`config.mk`:
```
export PLATFORM = sky130hd
export DESIGN_NAME = comparator_pipelined
export DESIGN_NICKNAME = d
export VERILOG_FILES = /design/src/rtl/comparator_pkg.sv /design/src/rtl/comparator_pipe_stage.sv /design/src/rtl/comparator_pipelined.sv
export SDC_FILE = /design/constraint.sdc
export NUM_CORES = 1
export LEC_CHECK = 0
export BUFFER_PORTS_ARGS = -buffer_cell sky130_fd_sc_hd__buf_4
export CAP_MARGIN = 20
export CORE_ASPECT_RATIO = 1.1
export CORE_MARGIN = 3
export CORE_UTILIZATION = 54
export CTS_BUF_LIST = sky130_fd_sc_hd__clkbuf_2 sky130_fd_sc_hd__clkbuf_4 sky130_fd_sc_hd__clkbuf_8
export CTS_CLUSTER_SIZE = 24
export DETAILED_ROUTE_END_ITERATION = 12
export GPL_ROUTABILITY_DRIVEN = 0
export PLACE_DENSITY = 0.86
export SLEW_MARGIN = 25
export SYNTH_ARGS = -nofsm -noshare
export SYNTH_HDL_FRONTEND = slang
export SYNTH_SLANG_ARGS = --single-unit
```
`constraint.sdc`:
```
create_clock -name Clk_In -period 2.2 [get_ports Clk_In]
set_clock_uncertainty 0.15 [all_clocks]
set_input_delay 0.11 -clock Clk_In [delete_from_list [all_inputs] [get_ports Clk_In]]
set_output_delay 0.11 -clock Clk_In [all_outputs]
set_load 0.01 [all_outputs]
```
`src/rtl/comparator_pkg.sv`:
```
// Shared types for the pipelined magnitude comparator: per-stage decision state
// and its mapping onto the {gt, eq, lt} result lines.
package comparator_pkg;

    typedef enum logic [1:0] {
        CMP_EQ = 2'b00,
        CMP_GT = 2'b01,
        CMP_LT = 2'b10
    } cmp_state_t;

    function automatic logic [2:0] cmp_onehot(input cmp_state_t s);
        case (s)
            CMP_GT:  return 3'b100;
            CMP_LT:  return 3'b001;
            default: return 3'b010;
        endcase
    endfunction

endpackage

```
`src/rtl/comparator_pipe_stage.sv`:
```
// One comparator pipeline slice: compares the top CHUNK bits of the remaining
// operands, folds the result into the running decision, and registers it.
module comparator_pipe_stage
    import comparator_pkg::*;
#(
    parameter int CHUNK = 8,
    parameter int TAG_W = 4,
    parameter int REM_W = 24,
    parameter bit FIRST = 1'b0,
    localparam int IN_W  = REM_W + CHUNK,
    localparam int REG_W = (REM_W > 0) ? REM_W : 1
) (
    input  logic             clk_i,
    input  logic             rst_i,
    input  logic             valid_i,
    output logic             ready_o,
    input  logic [1:0]       state_i,
    input  logic             signed_i,
    input  logic [IN_W-1:0]  a_i,
    input  logic [IN_W-1:0]  b_i,
    input  logic [TAG_W-1:0] tag_i,
    output logic             valid_o,
    input  logic             ready_i,
    output logic [1:0]       state_o,
    output logic             signed_o,
    output logic [REG_W-1:0] a_o,
    output logic [REG_W-1:0] b_o,
    output logic [TAG_W-1:0] tag_o
);

    cmp_state_t       state_q, state_d, prior;
    logic             valid_q, signed_q;
    logic [TAG_W-1:0] tag_q;
    logic [CHUNK-1:0] a_sl, b_sl, flip;

    // Flipping the sign bit of the MSB slice turns a signed compare into an unsigned one.
    always_comb begin
        flip            = '0;
        flip[CHUNK-1]   = FIRST && signed_i;
        a_sl            = a_i[IN_W-1 -: CHUNK] ^ flip;
        b_sl            = b_i[IN_W-1 -: CHUNK] ^ flip;
        prior           = cmp_state_t'(state_i);
        state_d         = prior;
        if (prior == CMP_EQ) begin
            if (a_sl > b_sl)      state_d = CMP_GT;
            else if (a_sl < b_sl) state_d = CMP_LT;
        end
    end

    assign ready_o = !valid_q || ready_i;

    always_ff @(posedge clk_i) begin
        if (rst_i) begin
            valid_q  <= 1'b0;
            state_q  <= CMP_EQ;
            signed_q <= 1'b0;
            tag_q    <= '0;
        end else if (ready_o) begin
            valid_q <= valid_i;
            if (valid_i) begin
                state_q  <= state_d;
                signed_q <= signed_i;
                tag_q    <= tag_i;
            end
        end
    end

    if (REM_W > 0) begin : g_rem
        logic [REG_W-1:0] a_q, b_q;
        always_ff @(posedge clk_i) begin
            if (rst_i) begin
                a_q <= '0;
                b_q <= '0;
            end else if (ready_o && valid_i) begin
                a_q <= a_i[REM_W-1:0];
                b_q <= b_i[REM_W-1:0];
            end
        end
        assign a_o = a_q;
        assign b_o = b_q;
    end else begin : g_norem
        assign a_o = '0;
        assign b_o = '0;
    end

    assign valid_o  = valid_q;
    assign state_o  = state_q;
    assign signed_o = signed_q;
    assign tag_o    = tag_q;

endmodule

```
`src/rtl/comparator_pipelined.sv`:
```
// Pipelined WIDTH-bit magnitude comparator, one CHUNK-bit slice per stage
// (MSB first), with valid/ready flow control and a pass-through tag.
module comparator_pipelined
    import comparator_pkg::*;
#(
    parameter int WIDTH = 32,
    parameter int CHUNK = 8,
    parameter int TAG_W = 4
) (
    input  logic             Clk_In,
    input  logic             Reset_In,
    input  logic             Enable_In,
    input  logic             In_Valid,
    output logic             In_Ready,
    input  logic             Signed_In,
    input  logic [WIDTH-1:0] Data_A_In,
    input  logic [WIDTH-1:0] Data_B_In,
    input  logic [TAG_W-1:0] Tag_In,
    output logic             Out_Valid,
    input  logic             Out_Ready,
    output logic             A_gt_B_Out,
    output logic             A_eq_B_Out,
    output logic             A_lt_B_Out,
    output logic [TAG_W-1:0] Tag_Out
);

    localparam int STAGES = (CHUNK > 0) ? WIDTH / CHUNK : 1;

    if ((CHUNK < 1) || ((WIDTH % ((CHUNK > 0) ? CHUNK : 1)) != 0)) begin : g_param_check
        $error("comparator_pipelined: WIDTH (%0d) must be a positive multiple of CHUNK (%0d)",
               WIDTH, CHUNK);
    end

    for (genvar k = 0; k < STAGES; k++) begin : g_stage
        localparam int IN_W  = WIDTH - k * CHUNK;
        localparam int REM_W = IN_W - CHUNK;
        localparam int REG_W = (REM_W > 0) ? REM_W : 1;

        logic             vin, rdy, rdy_dn, vout, sgn_in, sgn_out;
        logic [1:0]       st_in, st_out;
        logic [IN_W-1:0]  a_in, b_in;
        logic [REG_W-1:0] a_out, b_out;
        logic [TAG_W-1:0] tag_in, tag_out;

        if (k == 0) begin : g_head
            assign vin    = In_Valid && Enable_In;
            assign st_in  = CMP_EQ;
            assign sgn_in = Signed_In;
            assign a_in   = Data_A_In;
            assign b_in   = Data_B_In;
            assign tag_in = Tag_In;
        end else begin : g_link
            assign vin    = g_stage[k-1].vout;
            assign st_in  = g_stage[k-1].st_out;
            assign sgn_in = g_stage[k-1].sgn_out;
            assign a_in   = g_stage[k-1].a_out;
            assign b_in   = g_stage[k-1].b_out;
            assign tag_in = g_stage[k-1].tag_out;
        end

        if (k == STAGES - 1) begin : g_tail
            logic ops_unused;
            assign rdy_dn     = Out_Ready;
            assign ops_unused = ^{a_out, b_out, sgn_out};
        end else begin : g_mid
            assign rdy_dn = g_stage[k+1].rdy;
        end

        comparator_pipe_stage #(
            .CHUNK (CHUNK),
            .TAG_W (TAG_W),
            .REM_W (REM_W),
            .FIRST (k == 0)
        ) u_stage (
            .clk_i    (Clk_In),
            .rst_i    (Reset_In),
            .valid_i  (vin),
            .ready_o  (rdy),
            .state_i  (st_in),
            .signed_i (sgn_in),
            .a_i      (a_in),
            .b_i      (b_in),
            .tag_i    (tag_in),
            .valid_o  (vout),
            .ready_i  (rdy_dn),
            .state_o  (st_out),
            .signed_o (sgn_out),
            .a_o      (a_out),
            .b_o      (b_out),
            .tag_o    (tag_out)
        );
    end

    logic [2:0] res;
    assign res       = cmp_onehot(cmp_state_t'(g_stage[STAGES-1].st_out));
    assign Out_Valid = g_stage[STAGES-1].vout;
    assign Tag_Out   = g_stage[STAGES-1].tag_out;
    assign In_Ready  = Enable_In && g_stage[0].rdy;

    // Result lines are forced low between results.
    assign {A_gt_B_Out, A_eq_B_Out, A_lt_B_Out} = Out_Valid ? res : 3'b000;

endmodule
```
==> metrics.yaml <==
logic_synthesis:
  ys_types: 42
  synth_edf_count: 0
  ys_seq_elements: 124
  synth_cells: 661
  avgSynthCellArea_um2: 8.33
  netlist_area_mm2: 0.00550
  async_flop_share: 0
  synth_flop_cell: "dfxtp_1"
  ys_seq_area_frac: 0.451
  synth_nets: 769
  ys_warn_count: 0
placement:
  place_inst: 841
  port_buffers: 82
  place_hpwl_um: 8590
  placed_area_mm2: 0.00615
  pre_cts_ws_ns: 0.270
timing:
  fin_tns_setup_ns: 0
  grt_setup_unrepaired: "no"
  fin_crit_sh: 0.898
  period_minus_slack_ns: 1.98
  finalHoldWorstSlack_ns: 0.0638
  max-slew-margin-rel: 0.658
  finalMaxSlewViolations: 0
  max_freq_mhz: 506
  worst_pin_slew_ns: 0.512
  finalWorstSetupSlack_ns: 0.224
  hold_viol_final: 0
  setup_viol: 0
routing:
  ant_nets: 0
  vias: 4923
  route.detailed.drc: 0
  drt_wl_total_um: 13500
  post_drt_wl_per_cell_um: 14.5
  via_per_inst: 5.31
  drtIter0Drc: 294
  first_pass_iters: 5
worst_setup_path:
  rrSetupSlack_ns: 0.22
  critPathMaxFanout: 21
  crit_path_start: "g_stage[3].u_stage.valid_o$_SDFFE_PP0P_"
  criticalPathCategory: "reg2reg"
  r2r_cells: 6
  end_kind: "flip-flop"
  critical_path_arrival_ns: 2.14
  critical_path.startpoint_type: "flip-flop"
  worstPathRequired_ns: 2.36
  r2r-start: "g_stage[3].u_stage.valid_o$_SDFFE_PP0P_"
  timing.rr.end: "g_stage[0].u_stage.b_o[8]$_SDFFE_PP0P_"
  worstSetupEndpoint: "g_stage[0].u_stage.b_o[8]$_SDFFE_PP0P_"
final_layout:
  antennaDiodeCount: 0
  area_growth_pct: 29.7
  drive_gt1_frac: 0.240
  fin_nets: 902
  final_cell_area_mm2: 0.00714
  finalNonFillerCells: 927
clock_network:
  cts_root_buf: "clkbuf_8"
  cts_tree: "yes"
  clk_latency_ns: 0.43
  htreeDepth: 4
  cts_made_buffers: 17
  cts.path.max_buffers: 2
  cts-resized-gates: 0
  clk_pin_slew_ns: 0.07
  cts_setup_buffers: 0
  numClockSinks: 124
  cts_hold_buf: 54
global_routing:
  grt_pass1_vias: 5023
  antenna_found_initial: 0
  grt_pass1_wl_um: 22800
  grt_max_degree: 57
  grt-ovfl-total: 0
  gr-usage-all-layers: 0.251
floorplanning:
  die_w_um: 102
  io_pins: 83
  coreArea_mm2: 0.00989
  dieArea_mm2: 0.0114
  die_height_um: 112
  rows: 38
  initial_utilization: 0.557
min_path:
  hp-class: "in2reg"
pwr:
  power_density_mw_per_mm2: 712
  peakVddDrop_uv: 444
  leakage_nw: 2.82
flow_run:
  maxCapViolCount: 0
outcome:
  status: "complete, no violations"
[area by class of cell]
class	instances	area (um2)
fill	676	2750
multi-input combinational	461	2590
sequential	124	2480
timing repair buffer	152	1330
clock buffer	21	283
clock inverter	11	165
tap	120	150
inverter	38	143
[sequential cells by signal (all words and copies together) (netlist names)]
register and count:
g_stage.u_stage.a_o 48, g_stage.u_stage.b_o 48, g_stage.u_stage.state_o 8, g_stage.u_stage.tag_o 16
g_stage.u_stage.valid_o 4
[worst min path at each step]
| stage | end | depth (start not counted) | slack (ns) | from |
|---|---|---|---|---|
| after floorplan | g_stage[1].u_stage.state_o[0]$_SDFFE_PP0P_ | 1 | 0.06 | Reset_In |
| after global placement | g_stage[0].u_stage.b_o[11]$_SDFFE_PP0P_ | 3 | 0.21 | Data_B_In[11] |
| after detailed placement | g_stage[0].u_stage.b_o[1]$_SDFFE_PP0P_ | 3 | 0.22 | Data_B_In[1] |
| after CTS | g_stage[0].u_stage.state_o[0]$_SDFFE_PP0P_ | 5 | 0.04 | Data_B_In[24] |
| after global routing | g_stage[0].u_stage.state_o[0]$_SDFFE_PP0P_ | 5 | 0.14 | Data_B_In[24] |
| final | g_stage[0].u_stage.state_o[0]$_SDFFE_PP0P_ | 5 | 0.06 | Data_B_In[24] |
[cells by family after synthesis]
group           after synthesis  synth area share
simple gates                275             0.208
flops                       124             0.451
mux                           4           0.00727
xor+xnor                      2           0.00318
buf+inv                      76            0.0791
compound gates              146             0.174
fa+ha+maj                    34            0.0773
[critical path: stages, from the launching register on]
cell	delay [ns]
dfxtp_1	0.43
nand4b_2	0.18
or2_4	0.28
and3_2	0.37
buf_4	0.26
nand2_1	0.10
a21oi_2	0.07
[Yosys cell counts (all sizes together), types with 3 or more instances]
cell type | instances | area (um2)
ha | 34 | 425
and2 | 5 | 31.3
dfxtp | 124 | 2480
nand2 | 229 | 880
nand4 | 4 | 25.0
a21oi | 127 | 816
nor2 | 19 | 71.3
buf | 20 | 225
and3 | 3 | 18.8
o21ai | 5 | 25.0
a2111oi | 3 | 32.5
inv | 38 | 143
mux2i | 4 | 40.0
clkbuf | 18 | 67.6
nand3 | 5 | 30.0
[routing by layer]
layer / up-vias / GRT usage / share of wire
met1: 2298 / 0.273 / 0.39
met2: 159 / 0.449 / 0.52
li1: 2419 / - / -
met5: - / 0 / 0
met4: 0 / 0.117 / 0.035
met3: 47 / 0.0608 / 0.055
[report_power, final]
part | switching (mW) | total [mW] | internal, mW
Clock | 0.875 | 2.21 | 1.33
Combinational | 0.260 | 0.530 | 0.270
Sequential | 0.0382 | 2.34 | 2.30
[stage by stage]
stage / utilization / power (mW)
detailed placement: 0.622 / 2.83
CTS: 0.722 / 5.08
global placement: 0.622 / 2.81
global route: 0.722 / 5.27
floorplan: - / 2.67
finish: 0.722 / 5.08
[cell usage in the layout (no fill, tap or decap), drive strengths merged, types with 2 or more instances in the layout]
master,netlist,layout
nand2,229,229
a21oi,127,127
dfxtp,124,124
buf,20,98
dlygate4sd3,0,54
inv,38,38
ha,34,34
clkbuf,18,21
nor2,19,19
and2,5,5
o21ai,5,5
nand3,5,5
nand4,4,4
mux2i,4,4
clkinvlp,0,4
bufinv,0,4
clkinv,0,3
and3,3,3
a2111oi,3,3
or2,2,2
nor2b,2,2
o211ai,2,2
a31oi,2,2
nor3,2,2
Note: power is estimated with default switching activity, not from simulation.
